File: config.mk
export PLATFORM = sky130hd
export DESIGN_NAME = vdp_vram_arbiter
export DESIGN_NICKNAME = d
export VERILOG_FILES = /design/src/rtl/vdp_vram_arbiter.sv
export SDC_FILE = /design/constraint.sdc
export NUM_CORES = 1
export LEC_CHECK = 0
export BUFFER_PORTS_ARGS = -buffer_cell sky130_fd_sc_hd__buf_2
export CAP_MARGIN = 10
export CORE_MARGIN = 5
export CORE_UTILIZATION = 30
export DETAILED_ROUTE_END_ITERATION = 10
export GPL_ROUTABILITY_DRIVEN = 0
export GPL_TIMING_DRIVEN = 0
export REMOVE_ABC_BUFFERS = 1
export SYNTH_ARGS = -nofsm -noshare
export SYNTH_HDL_FRONTEND = slang
export SYNTH_SLANG_ARGS = --single-unit
export TNS_END_PERCENT = 30
File: constraint.sdc
create_clock -name clk -period 5 [get_ports clk]
set_input_delay 1 -clock clk [delete_from_list [all_inputs] [get_ports clk]]
set_output_delay 1 -clock clk [all_outputs]
set_load 0.01 [all_outputs]
File: src/rtl/vdp_vram_arbiter.sv
`default_nettype none
// ============================================================================
// Module   : vdp_vram_arbiter
// Purpose  : Shares the single-port VRAM between the background fetcher,
//            the sprite fetcher and the CPU data port. One access per cycle,
//            read data returned with a per-requester valid/ack.
// Revision : 1.0 - initial release
// ============================================================================
module vdp_vram_arbiter #(
  parameter int ADDR_W       = 14,
  parameter int STARVE_LIMIT = 4
) (
  input  logic              clk,
  input  logic              rst,
  input  logic              bg_req,
  input  logic [ADDR_W-1:0] bg_addr,
  input  logic              sp_req,
  input  logic [ADDR_W-1:0] sp_addr,
  input  logic              cpu_req,
  input  logic              cpu_we,
  input  logic [ADDR_W-1:0] cpu_addr,
  input  logic [7:0]        cpu_wdata,
  output logic [ADDR_W-1:0] vram_a,
  output logic              vram_we,
  output logic [7:0]        vram_dout,
  input  logic [7:0]        vram_din,
  output logic [7:0]        rdata,
  output logic              bg_valid,
  output logic              sp_valid,
  output logic              cpu_ack
);

  localparam int              CNT_W      = $clog2(STARVE_LIMIT + 1);
  localparam logic [CNT_W-1:0] STARVE_MAX = CNT_W'(STARVE_LIMIT);

  // Tags travelling alongside each issued access
  localparam logic [2:0] TAG_IDLE   = 3'd0;
  localparam logic [2:0] TAG_BG     = 3'd1;
  localparam logic [2:0] TAG_SP     = 3'd2;
  localparam logic [2:0] TAG_CPU_RD = 3'd3;
  localparam logic [2:0] TAG_CPU_WR = 3'd4;

  logic             cpu_busy;
  logic [CNT_W-1:0] starve_cnt;
  logic [2:0]       tag_s1;
  logic [2:0]       tag_s2;

  logic              cpu_elig;
  logic              starved;
  logic              grant_any;
  logic              grant_cpu;
  logic [2:0]        grant_tag;
  logic [ADDR_W-1:0] grant_addr;

  // A held CPU request may only be granted once; busy covers grant..ack
  assign cpu_elig = cpu_req & ~cpu_busy;
  assign starved  = (starve_cnt == STARVE_MAX);

  // Grant selection: bg first; a starved CPU jumps ahead of sprite
  always_comb begin
    grant_tag  = TAG_IDLE;
    grant_addr = bg_addr;
    if (bg_req) begin
      grant_tag  = TAG_BG;
      grant_addr = bg_addr;
    end else if (cpu_elig && starved) begin
      grant_tag  = cpu_we ? TAG_CPU_WR : TAG_CPU_RD;
      grant_addr = cpu_addr;
    end else if (sp_req) begin
      grant_tag  = TAG_SP;
      grant_addr = sp_addr;
    end else if (cpu_elig) begin
      grant_tag  = cpu_we ? TAG_CPU_WR : TAG_CPU_RD;
      grant_addr = cpu_addr;
    end
  end

  assign grant_any = (grant_tag != TAG_IDLE);
  assign grant_cpu = (grant_tag == TAG_CPU_RD) || (grant_tag == TAG_CPU_WR);

  // Register the winning access so it is presented to VRAM next cycle
  always_ff @(posedge clk) begin
    if (rst) begin
      vram_a    <= '0;
      vram_we   <= 1'b0;
      vram_dout <= 8'h00;
    end else begin
      vram_we <= (grant_tag == TAG_CPU_WR);
      if (grant_any) begin
        vram_a <= grant_addr;
      end
      if (grant_tag == TAG_CPU_WR) begin
        vram_dout <= cpu_wdata;
      end
    end
  end

  // Two-stage tag pipeline matching the synchronous RAM read latency
  always_ff @(posedge clk) begin
    if (rst) begin
      tag_s1 <= TAG_IDLE;
      tag_s2 <= TAG_IDLE;
    end else begin
      tag_s1 <= grant_tag;
      tag_s2 <= tag_s1;
    end
  end

  // CPU handshake tracking and starvation counting
  always_ff @(posedge clk) begin
    if (rst) begin
      cpu_busy   <= 1'b0;
      starve_cnt <= '0;
    end else begin
      if (grant_cpu) begin
        cpu_busy <= 1'b1;
      end else if (cpu_ack) begin
        cpu_busy <= 1'b0;
      end

      if (!cpu_req || grant_cpu) begin
        starve_cnt <= '0;
      end else if (cpu_elig && !starved) begin
        starve_cnt <= starve_cnt + CNT_W'(1);
      end
    end
  end

  // Writes complete when presented; reads when the RAM data returns
  assign rdata    = vram_din;
  assign bg_valid = (tag_s2 == TAG_BG);
  assign sp_valid = (tag_s2 == TAG_SP);
  assign cpu_ack  = (tag_s1 == TAG_CPU_WR) || (tag_s2 == TAG_CPU_RD);

endmodule
`default_nettype wire
==> results.md, run 1 <==
- Outcome: completed
- Core area: between 6000 and 7000 µm²
- Antenna cells: 0
- Total number of vias: 1826
- Max cap viols: 0
- Synthesized area per cell: 8.83 µm²
- Postcts setup bufs: 0
- Post-synth EDFFs: 0
- Synth cell types: 33
- CP Launch Type: input pin
- Worst Path Required: 5.22 ns
- Number of global-route vias before repair: 1868
- CP Cell Sequence: buf_2, and2b_1, nor3_1, nor2_1, a32o_1
- Worst r2r src: cpu_busy$_SDFFE_PP0P_
- Maximum buffer depth of the clock tree: 2
- Remaining Overflow, GRT: 0
- Main synth FF type: dfxtp_1
- Hold Path End: vram_a[11]$_SDFFE_PP0P_
- Starting DRT DRC Count: 21
- Fill count: between 600 and 700
- Post-Syn Area: 1930 µm²
- Hold Fails Final Rpt: 0
- Minimum clock period: 2.79 ns
- Critical Path End Type: register
- Yosys warns: 0
- I/O pin count: 98
- Worst skew pair latency: 0.28 ns
- Hold Crit Class: reg -> reg
- Post-DRT Antenna Nets: 0
- Slowest cell delay on critical path: 0.84 ns
- Clock root cell: clkbuf_8
- CP arrival: 3.01 ns
- Final slew viol count: 0
- Setup_tns: 0 ns
- Routed WL per cell: 14.6 µm
- Synthesized instance count: 219
- Worst slew margin: 22.4%
- Die X: around 90 µm
- Initial antenna violation count: 0
- Slowest cell on the critical path: nor2_1
- Pwr/cell area: between 200 and 300 nW/µm²
- FF-to-FF setup slack: 2.64 ns
- Post-synthesis sequential area ratio: 34.2%
- Leakage power: 1.06 nW
- Layout cells sized above 1: ~34%
- Largest net degree at the start of global routing: 49
- IO buf count: 81
- Via density: 5.13
- Post-Layout Cell Count: 356
- Starting Density: 30.6%
- Ys async rst share: 0%
- CP Class: in -> reg
- Worst-path clk slew: 0.07 ns
- Final Setup Violations: 0
- Dpl cells: 348
- Worst Path Max Fanout: 20
- Gr usage total: ~13%
- Worst Reg-to-Reg Cells: 4
- Final #Nets: 344
- CTS tree: yes
- CTS sink count: 33
- Post_cts resized: 0
- Worst Tran Pin Value: 1.16 ns
- #FFs+latches synth: 33
- Synth-to-layout area growth: 22.8%
- Die Area: 8150 µm²
- CTS Hold Bufs: 0
- Final routed DRC violation total: 0
- Final Instance Area: 2370 µm²
- Post-route clock skew: 0.00694 ns
- Hold Crit Start: vram_a[11]$_SDFFE_PP0P_
- Die Ht: 90.3 µm
- Total Wirelength: 5190 µm
- H-tree depth: 2
- Drt pass-1 iters: 4
- R2R Path End: vram_a[6]$_SDFFE_PP0P_
- Dpl cell area: 2240 µm²
- CTS Buf Count: 5
- Crit share post-route: between 50% and 60%
- FP Rows: 29
- Peak supply drop: 0.204 mV
- Hold WS: 0.462 ns
- Achievable clock frequency: 0.359 GHz
- DP HPWL: 3640 µm
- Unrepaired setup endpoints after global routing: no
- Worst hold stages: 1
- First-pass GRT wire length: 8650 µm
[critical path, delay by kind of cell]
| kind | cells | cell delay [ns] |
|---|---|---|
| simple gates | 3 | 1.61 |
| compound gates | 1 | 0.29 |
| buf+inv | 1 | 0.11 |
[worst max-delay path by stage]
stage	start	endpoint	slack [ns]
2_1_floorplan	cpu_req	vram_a[3]$_SDFFE_PP0P_	2.70
3_3_place_gp	cpu_req	vram_a[3]$_SDFFE_PP0P_	1.87
3_5_place_dp	cpu_req	vram_a[6]$_SDFFE_PP0P_	1.85
4_1_cts	cpu_req	vram_a[6]$_SDFFE_PP0P_	2.16
5_1_grt	cpu_req	vram_a[12]$_SDFFE_PP0P_	1.98
6_report	cpu_req	vram_a[6]$_SDFFE_PP0P_	2.21
[final cells by class]
| class | instances | area, µm² | share of cell area [%] |
|---|---|---|---|
| multi-input combinational | 152 | 1050 | 44.4 |
| sequential | 33 | 661 | 27.8 |
| timing repair buffer | 81 | 405 | 17.1 |
| tap | 77 | 96.3 | 4.06 |
| clock buffer | 5 | 68.8 | 2.90 |
| clock inverter | 3 | 68.8 | 2.90 |
| inverter | 5 | 18.8 | 0.791 |
[Yosys cell counts (3+ instances only)]
cell type   n  share of area [%]
a21oi_1    17                4.4
a32o_1     15                7.8
buf_2       5                1.3
buf_4      12                4.7
buf_6       5                2.9
clkbuf_1    4               0.78
dfxtp_1    33                 34
inv_1       5               0.97
mux2i_1     8                4.1
nand2_1     3               0.58
nand2b_1   15                4.9
nor2_1     15                2.9
nor2b_1    17                5.5
nor3_1     30                7.8
o41ai_1     9                4.1
o41ai_2     5                4.2
[per-layer routing]
| metal | vias to the layer above | track usage [%] | part of all wire [%] |
|---|---|---|---|
| met3 | 5 | 5.67 | 9.2 |
| met1 | 829 | 13.5 | 42 |
| met2 | 77 | 22.1 | 48 |
| met4 | 0 | 3.23 | 0.66 |
| met5 | - | 0 | 0 |
| li1 | 915 | - | - |
[layout by cell type (no fill, tap or decap), drive strengths merged]
| master | instances |
|---|---|
| dfxtp | 33 |
| a211o | 1 |
| ha | 2 |
| nand2 | 3 |
| bufinv | 2 |
| nand3b | 1 |
| xor2 | 1 |
| o21ai | 1 |
| nor2 | 15 |
| nor2b | 17 |
| nand4b | 1 |
| or2 | 1 |
| nor3 | 30 |
| mux2i | 8 |
| nand3 | 2 |
| and2b | 1 |
| xnor2 | 1 |
| nand2b | 15 |
| a32o | 15 |
| nor4 | 1 |
| a21oi | 17 |
| buf | 81 |
| nor3b | 2 |
| clkbuf | 5 |
| inv | 6 |
| a2111o | 1 |
| and4b | 1 |
| a22oi | 1 |
| o41ai | 14 |
[per-stage QoR]
step	power, W	worst slack, ns	utilization, %
floorplan	0.000349	2.70	-
global placement	0.000406	1.87	35.4
detailed placement	0.000408	1.85	35.4
CTS	0.000721	2.16	37.6
global route	0.000744	1.98	37.6
finish	0.000707	2.21	37.6
[where the power goes]
group	switching (W)	leakage, nW	internal [W]	total (W)
clock network	0.000106	0.0687	0.000201	0.000306
logic	0.0000616	0.715	0.0000541	0.000116
registers	0.00000719	0.271	0.000278	0.000285
total	0.000174	1.06	0.000532	0.000707
[kinds of logic after synthesis]
family,after synthesis,share of synthesized area [%]
AO/OA/AOI/OAI,50,22.1
XOR/XNOR,2,0.906
adder cells (fa/ha/maj),2,1.29
buffers and inverters,34,11.3
flip-flops,33,34.2
multiplexers,8,4.14
AND/OR/NAND/NOR,90,26.1
[flip-flops by register name, summed over array words and instances, names as in the netlist]
| signal | count |
|---|---|
| tag_s2 | 3 |
| cpu_busy | 1 |
| starve_cnt | 3 |
| vram_we | 1 |
| tag_s1 | 3 |
| vram_a | 14 |
| vram_dout | 8 |
Power figures use the tool's default switching activity.
==> inputs of run 2 (changes only) <==
--- a/config.mk
+++ b/config.mk
@@ -5,6 +5,7 @@
 export SDC_FILE = /design/constraint.sdc
 export NUM_CORES = 1
 export LEC_CHECK = 0
+export ABC_AREA = 1
 export BUFFER_PORTS_ARGS = -buffer_cell sky130_fd_sc_hd__buf_2
 export CAP_MARGIN = 10
 export CORE_MARGIN = 5
==> constraint.sdc (replaced) <==
create_clock -name clk -period 2.9 [get_ports clk]
set_input_delay 0.58 -clock clk [delete_from_list [all_inputs] [get_ports clk]]
set_output_delay 0.58 -clock clk [all_outputs]
set_load 0.01 [all_outputs]
==> run 2 against run 1 <==
Cell area up 20%. Via count up 32%. Register-to-register slack worse by 1.7 ns. Routed wire length up 31%. First-iteration DRC count rose to 5.4 times the previous value. Largest cell class unchanged.
==> results.md, run 2 <==
- Outcome: completed
- Largest regs: vram_a: 14 flops, vram_dout: 8 flops
- Routed WL per cell: 12.8 µm
- Post-synthesis sequential area ratio: between 20% and 30%
- Crit share post-route: 70.8%
- Postcts setup bufs: 0
- Final routed DRC violation total: 0
- Hold Crit Class: reg -> reg
- Pwr/cell area: 393 nW/µm²
- CTS Buf Count: 5
- Count leader, synth: nand2_1
- Final #Nets: 497
- Commonest cells after routing, fill and taps aside: nand2_1 (93), buf_2 (81), nand3_1 (45)
- Minimum clock period: 2.05 ns
- First-pass GRT wire length: 11300 µm
- Drt pass-1 iters: 4
- Worst-path clk slew: 0.07 ns
- CP Cell Sequence: buf_2, inv_4, nor2_8, nand3_4, clkinv_4, nor2_8, a21oi_1, nor2_1
- Initial antenna violation count: 0
- Synth cell types: 33
- Synth top area cells: dfxtp_1 (28%), nand2_1 (15%), nand3_1 (9.5%), nor2_1 (7.0%), inv_1 (6.2%)
- CTS sink count: 33
- Total number of vias: ~2400
- Main synth FF type: dfxtp_1
- CTS Hold Bufs: 0
- H-tree depth: 2
- DP HPWL: 4680 µm
- Final slew viol count: 0
- Leakage power: 1.43 nW
- Number of global-route vias before repair: around 2400
- Yosys top cell area share: 27.8%
- Final Setup Violations: 0
- Max reg flops: 14
- Via density: 4.53
- Peak supply drop: 0.143 mV
- Worst Path Required: 3.08 ns
- Largest reg by FF count: vram_a
- Most area-hungry cell type in the Yosys netlist: dfxtp_1
- Post-DRT Antenna Nets: 0
- Gr usage total: approximately 14%
- Layout cells sized above 1: 32.6%
- Starting Density: between 30% and 40%
- Yosys warns: 0
- Final Instance Area: 2850 µm²
- Core area: 7730 µm²
- #FFs+latches synth: 33
- Achievable clock frequency: between 0.4 and 0.5 GHz
- Critical Path End Type: register
- Antenna cells: 0
- Synthesized area per cell: 6.42 µm²
- Hold Fails Final Rpt: 0
- CP arrival: 2.24 ns
- Die X: between 90 and 100 µm
- Post_cts resized: 0
- Slowest cell on the critical path: buf_2
- Unrepaired setup endpoints after global routing: no
- Post-Syn Area: 2380 µm²
- Synthesized instance count: 370
- Slowest cell delay on critical path: between 0.3 and 0.4 ns
- CTS tree: yes
- Die Area: 9800 µm²
- Synth-to-layout area growth: 20.0%
- Starting DRT DRC Count: 113
- IO buf count: 81
- Max cap viols: 0
- Clock root cell: clkbuf_8
- I/O pin count: between 90 and 100
- CP Launch Type: input pin
- Total Wirelength: around 6800 µm
- Maximum buffer depth of the clock tree: 2
- Die Ht: 99.0 µm
- Worst Path Max Fanout: 26
- FP Rows: 32
- Worst slew margin: 52.0%
- Commonest non-fill, non-tap cell in the layout: nand2_1
- Post-route clock skew: 0.00577 ns
- Worst skew pair latency: approximately 0.28 ns
- Dpl cell area: 2740 µm²
- CP delay by family, top: simple AND/OR/NAND/NOR gates
- Setup_tns: 0 ns
- Synth cell count leaders: nand2_1 (93), nand3_1 (45), nor2_1 (44), inv_1 (39), dfxtp_1 (33)
- Largest net degree at the start of global routing: 45
- CP Class: in -> reg
- Post-synth EDFFs: 0
- Ys async rst share: 0%
- CP dominant cell by count: nor2_8
- Worst Tran Pin Value: 0.715 ns
- Remaining Overflow, GRT: 0
- Final core utilization: 36.9%
- WP buf/inv: 3
run 2: cell count changes in the layout (fill, tap and decap cells not counted), sizes merged, moves of 8 or more:
cell / delta
nand4: +14
nor2: +43
mux2i: -8
o41ai: -14
or2: +13
nor2b: -17
nand2: +94
a32o: -15
nand3: +45
nand2b: -15
nor3: -29
inv: +38
run 2: area by class of cell:
class / instances / area, µm²
clock buffer: 5 / 68.8
clock inverter: 3 / 17.5
fill: 848 / 4880
inverter: 46 / 183
multi-input combinational: 263 / 1360
sequential: 33 / 661
tap: 102 / 128
timing repair buffer: 82 / 433
run 2: stage by stage:
step	instances	setup slack, ns	hold slack, ns	total power (W)
final	534	0.846	0.423	0.00112
after global routing	534	0.702	0.448	0.00120
after CTS	533	0.587	0.428	0.00114
after detailed placement	525	0.279	0.412	0.000789
after global placement	525	0.324	0.408	0.000784
after floorplan	342	0.945	0.403	0.000677
run 2: final timing paths:
check                             startpoint                     end  slack (ns)  depth (start not counted)
hold reg to reg         tag_s1[1]$_SDFF_PP0_    tag_s2[1]$_SDFF_PP0_        0.42                          2
hold / removal          tag_s1[1]$_SDFF_PP0_    tag_s2[1]$_SDFF_PP0_        0.42                          2
setup reg to reg  starve_cnt[0]$_SDFFE_PP0P_  vram_a[7]$_SDFFE_PP0P_        0.99                          9
setup / recovery                     cpu_req  vram_a[7]$_SDFFE_PP0P_        0.85                          8
run 2: cell families after synthesis:
logic type                 count (synthesis)  share of synthesized area, %
AOI/OAI and AO/OA                         27                          7.85
xor gates and xnor gates                   2                         0.737
adders and majority gates                  2                          1.05
buffers and inverters                     74                          15.0
DFF                                       33                          27.8
and+or+nand+nor                          232                          47.6
run 2: worst min-delay path: cells and delay by family, from the launching register on:
family	cells	cell delay, ns
DFF	1	0.31
buffers and inverters	1	0.04
and+or+nand+nor	1	0.03
run 2: power breakdown:
part           internal (W)  switching (W)  total [W]
Sequential         0.000479      0.0000143   0.000493
Clock              0.000165       0.000173   0.000338
Combinational      0.000116       0.000172   0.000288
Total              0.000761       0.000359    0.00112
run 2: routing by layer:
layer | up-vias | track usage [%] | wire [µm] | part of all wire (%)
met3 | 7 | 4.25 | 521 | 7.6
li1 | 1266 | - | - | -
met4 | 0 | 4.31 | 57 | 0.84
met5 | - | 0 | 0 | 0
met1 | 1061 | 18.5 | 3060 | 45
met2 | 85 | 22.0 | 3170 | 47
==> inputs of run 3 (changes only) <==
--- a/config.mk
+++ b/config.mk
@@ -5,7 +5,7 @@
 export SDC_FILE = /design/constraint.sdc
 export NUM_CORES = 1
 export LEC_CHECK = 0
-export ABC_AREA = 1
+export ABC_AREA = 0
 export BUFFER_PORTS_ARGS = -buffer_cell sky130_fd_sc_hd__buf_2
 export CAP_MARGIN = 10
 export CORE_MARGIN = 5
==> constraint.sdc (replaced) <==
create_clock -name clk -period 1.7 [get_ports clk]
set_input_delay 0.34 -clock clk [delete_from_list [all_inputs] [get_ports clk]]
set_output_delay 0.34 -clock clk [all_outputs]
set_load 0.01 [all_outputs]
==> run 3 against run 2 <==
Via count is 21% lower. Sequential cell count unchanged. Clock power grew to 2.7 times the previous value. Sequential power up 70%. Routed wire length down 17%. Die area shrank 17%. Critical endpoint is now vram_a[3]$_SDFFE_PP0P_.
==> results.md, run 3 (synthesis results as in run 1) <==
- Outcome: completed
- Die Area: 8150 µm²
- Setup WS pre-CTS: -0.790 ns
- Max reg flops: 14
- CP arrival: roughly 1.8 ns
- Layout cells sized above 1: 38.7%
- Die X: 90.3 µm
- Starting Density: 30.6%
- Comb power frac: 17.4%
- Register area: 661 µm²
- Antenna cells: 0
- H-tree depth: 2
- Switching share of total power: 25.1%
- CTS Hold Bufs: 0
- Max cap viols: 0
- Routed WL per cell: 15.6 µm
- Core area: 6310 µm²
- Hold Fails Final Rpt: 0
- CTS sink count: 33
- Starting DRT DRC Count: 52
- First-pass GRT wire length: 8740 µm
- Synth-to-layout area growth: 28.0%
- I/O pin count: between 90 and 100
- Initial antenna violation count: 0
- CP Class: reg -> reg
- Largest reg by FF count: vram_a
- FP Rows: 29
- IO buf count: 81
- CP startpoint: cpu_busy$_SDFFE_PP0P_
- Worst-path clk slew: 0.08 ns
- Post-DRT Antenna Nets: 0
- Worst r2r src: cpu_busy$_SDFFE_PP0P_
- Critical Path End Type: register
- Sequential share of power: 39.7%
- Pwr/cell area: approximately 850 nW/µm²
- Maximum buffer depth of the clock tree: 2
- Final slew viol count: 0
- Psw: 0.000530 W
- Internal: approximately 0.0016 W
- Leakage power: 1.08 nW
- Achievable clock frequency: 0.617 GHz
- CP Launch Type: register
- Worst slew margin: a little under half
- Worst Path Required: about 1.9 ns
- Final Setup Violations: 0
- Gr usage total: 12.7%
- Via density: 5.28
- Worst Path Max Fanout: 20
- Final worst slack: ~0.08 ns
- Clk pwr share: 42.9%
- Worst skew pair latency: about 0.28 ns
- DP HPWL: 3640 µm
- Crit share post-route: 95.4%
- CTS tree: yes
- Die Ht: between 90 and 100 µm
- Hold Crit Class: in -> reg
- Unrepaired setup endpoints after global routing: no
- Commonest cells after routing, fill and taps aside: buf_2 (81), dfxtp_1 (33), nor3_1 (30)
- Worst Tran Pin Value: 0.787 ns
- Largest net degree at the start of global routing: 49
- Commonest non-fill, non-tap cell in the layout: buf_2
- Multi-input gate area: 1120 µm²
- Hold Crit Start: cpu_wdata[5]
- Total Wirelength: 5650 µm
- Post-route clock skew: 0.00627 ns
- Final routed DRC violation total: 0
- Total number of vias: ~1900
- Drt pass-1 iters: 4
- Hold WS: around 0.28 ns
- Number of global-route vias before repair: ~1900
- Clock root cell: clkbuf_8
- Remaining Overflow, GRT: 0
- Peak supply drop: around 0.59 mV
- CTS Buf Count: 5
- Minimum clock period: 1.62 ns
- Final #Nets: 349
- Fill count: 671
- Largest regs: vram_a: 14 flops, vram_dout: 8 flops
-- run 3: what timing repair did --
| action | 4_1_cts | 5_1_grt |
|---|---|---|
| setup buffers | 2 | 1 |
| pin swaps | 3 | 2 |
| gates cloned | 0 | 2 |
| gates resized for setup | 11 | 5 |
| endpoints found under the setup margin | 24 | 22 |
-- run 3: path summary, 6_finish.rpt --
| check | end | slack (ns) | depth (start not counted) |
|---|---|---|---|
| worst max register to register | vram_a[3]$_SDFFE_PP0P_ | 0.08 | 5 |
| worst min-delay path | vram_dout[5]$_SDFFE_PP0P_ | 0.28 | 3 |
| worst min register to register | vram_a[11]$_SDFFE_PP0P_ | 0.47 | 1 |
| worst max-delay path | vram_a[3]$_SDFFE_PP0P_ | 0.08 | 5 |
-- run 3: cell type report --
cell class,instances,share of cell area [%]
Tap cell,77,3.89
Inverter,5,0.758
Sequential cell,33,26.7
Clock inverter,3,2.78
Clock buffer,5,2.78
Timing Repair Buffer,84,17.8
Multi-Input combinational cell,154,45.3
-- run 3: routing by layer --
layer / track usage [%] / wire [µm] / share of wire [%] / up-vias
met5: 0 / 0 / 0 / -
met4: 3.23 / 69 / 1.2 / 0
met3: 5.58 / 520 / 9.2 / 7
met2: 22.7 / 2660 / 47 / 84
met1: 13.6 / 2400 / 42 / 883
li1: - / - / - / 933
-- run 3: worst max-delay path: stages, from the launching register on --
cell and delay (ns):
dfxtp_1 0.43, and2b_4 0.31, nor3_1 0.31, nor2_4 0.08
buf_12 0.16, a32o_1 0.23
-- run 3: metrics by stage --
stage | total power, W | std cells | utilization (%) | TNS (ns) | area (µm²)
2_1_floorplan | 0.00103 | 190 | - | -1.21 | 1730
3_3_place_gp | 0.00119 | 348 | 35.4 | -13.67 | 2240
3_5_place_dp | 0.00120 | 348 | 35.4 | -14.06 | 2240
4_1_cts | 0.00213 | 358 | 38.4 | 0 | 2420
5_1_grt | 0.00222 | 361 | 39.2 | 0 | 2470
6_report | 0.00211 | 361 | 39.2 | 0 | 2470
-- run 3: power groups by stage --
stage          Clock [W]  Sequential (W)  Combinational, W
2_1_floorplan          0        0.000871          0.000155
3_3_place_gp           0        0.000855          0.000339
3_5_place_dp           0        0.000856          0.000345
4_1_cts         0.000937        0.000838          0.000356
5_1_grt         0.000966        0.000844          0.000407
6_report        0.000906        0.000839          0.000367
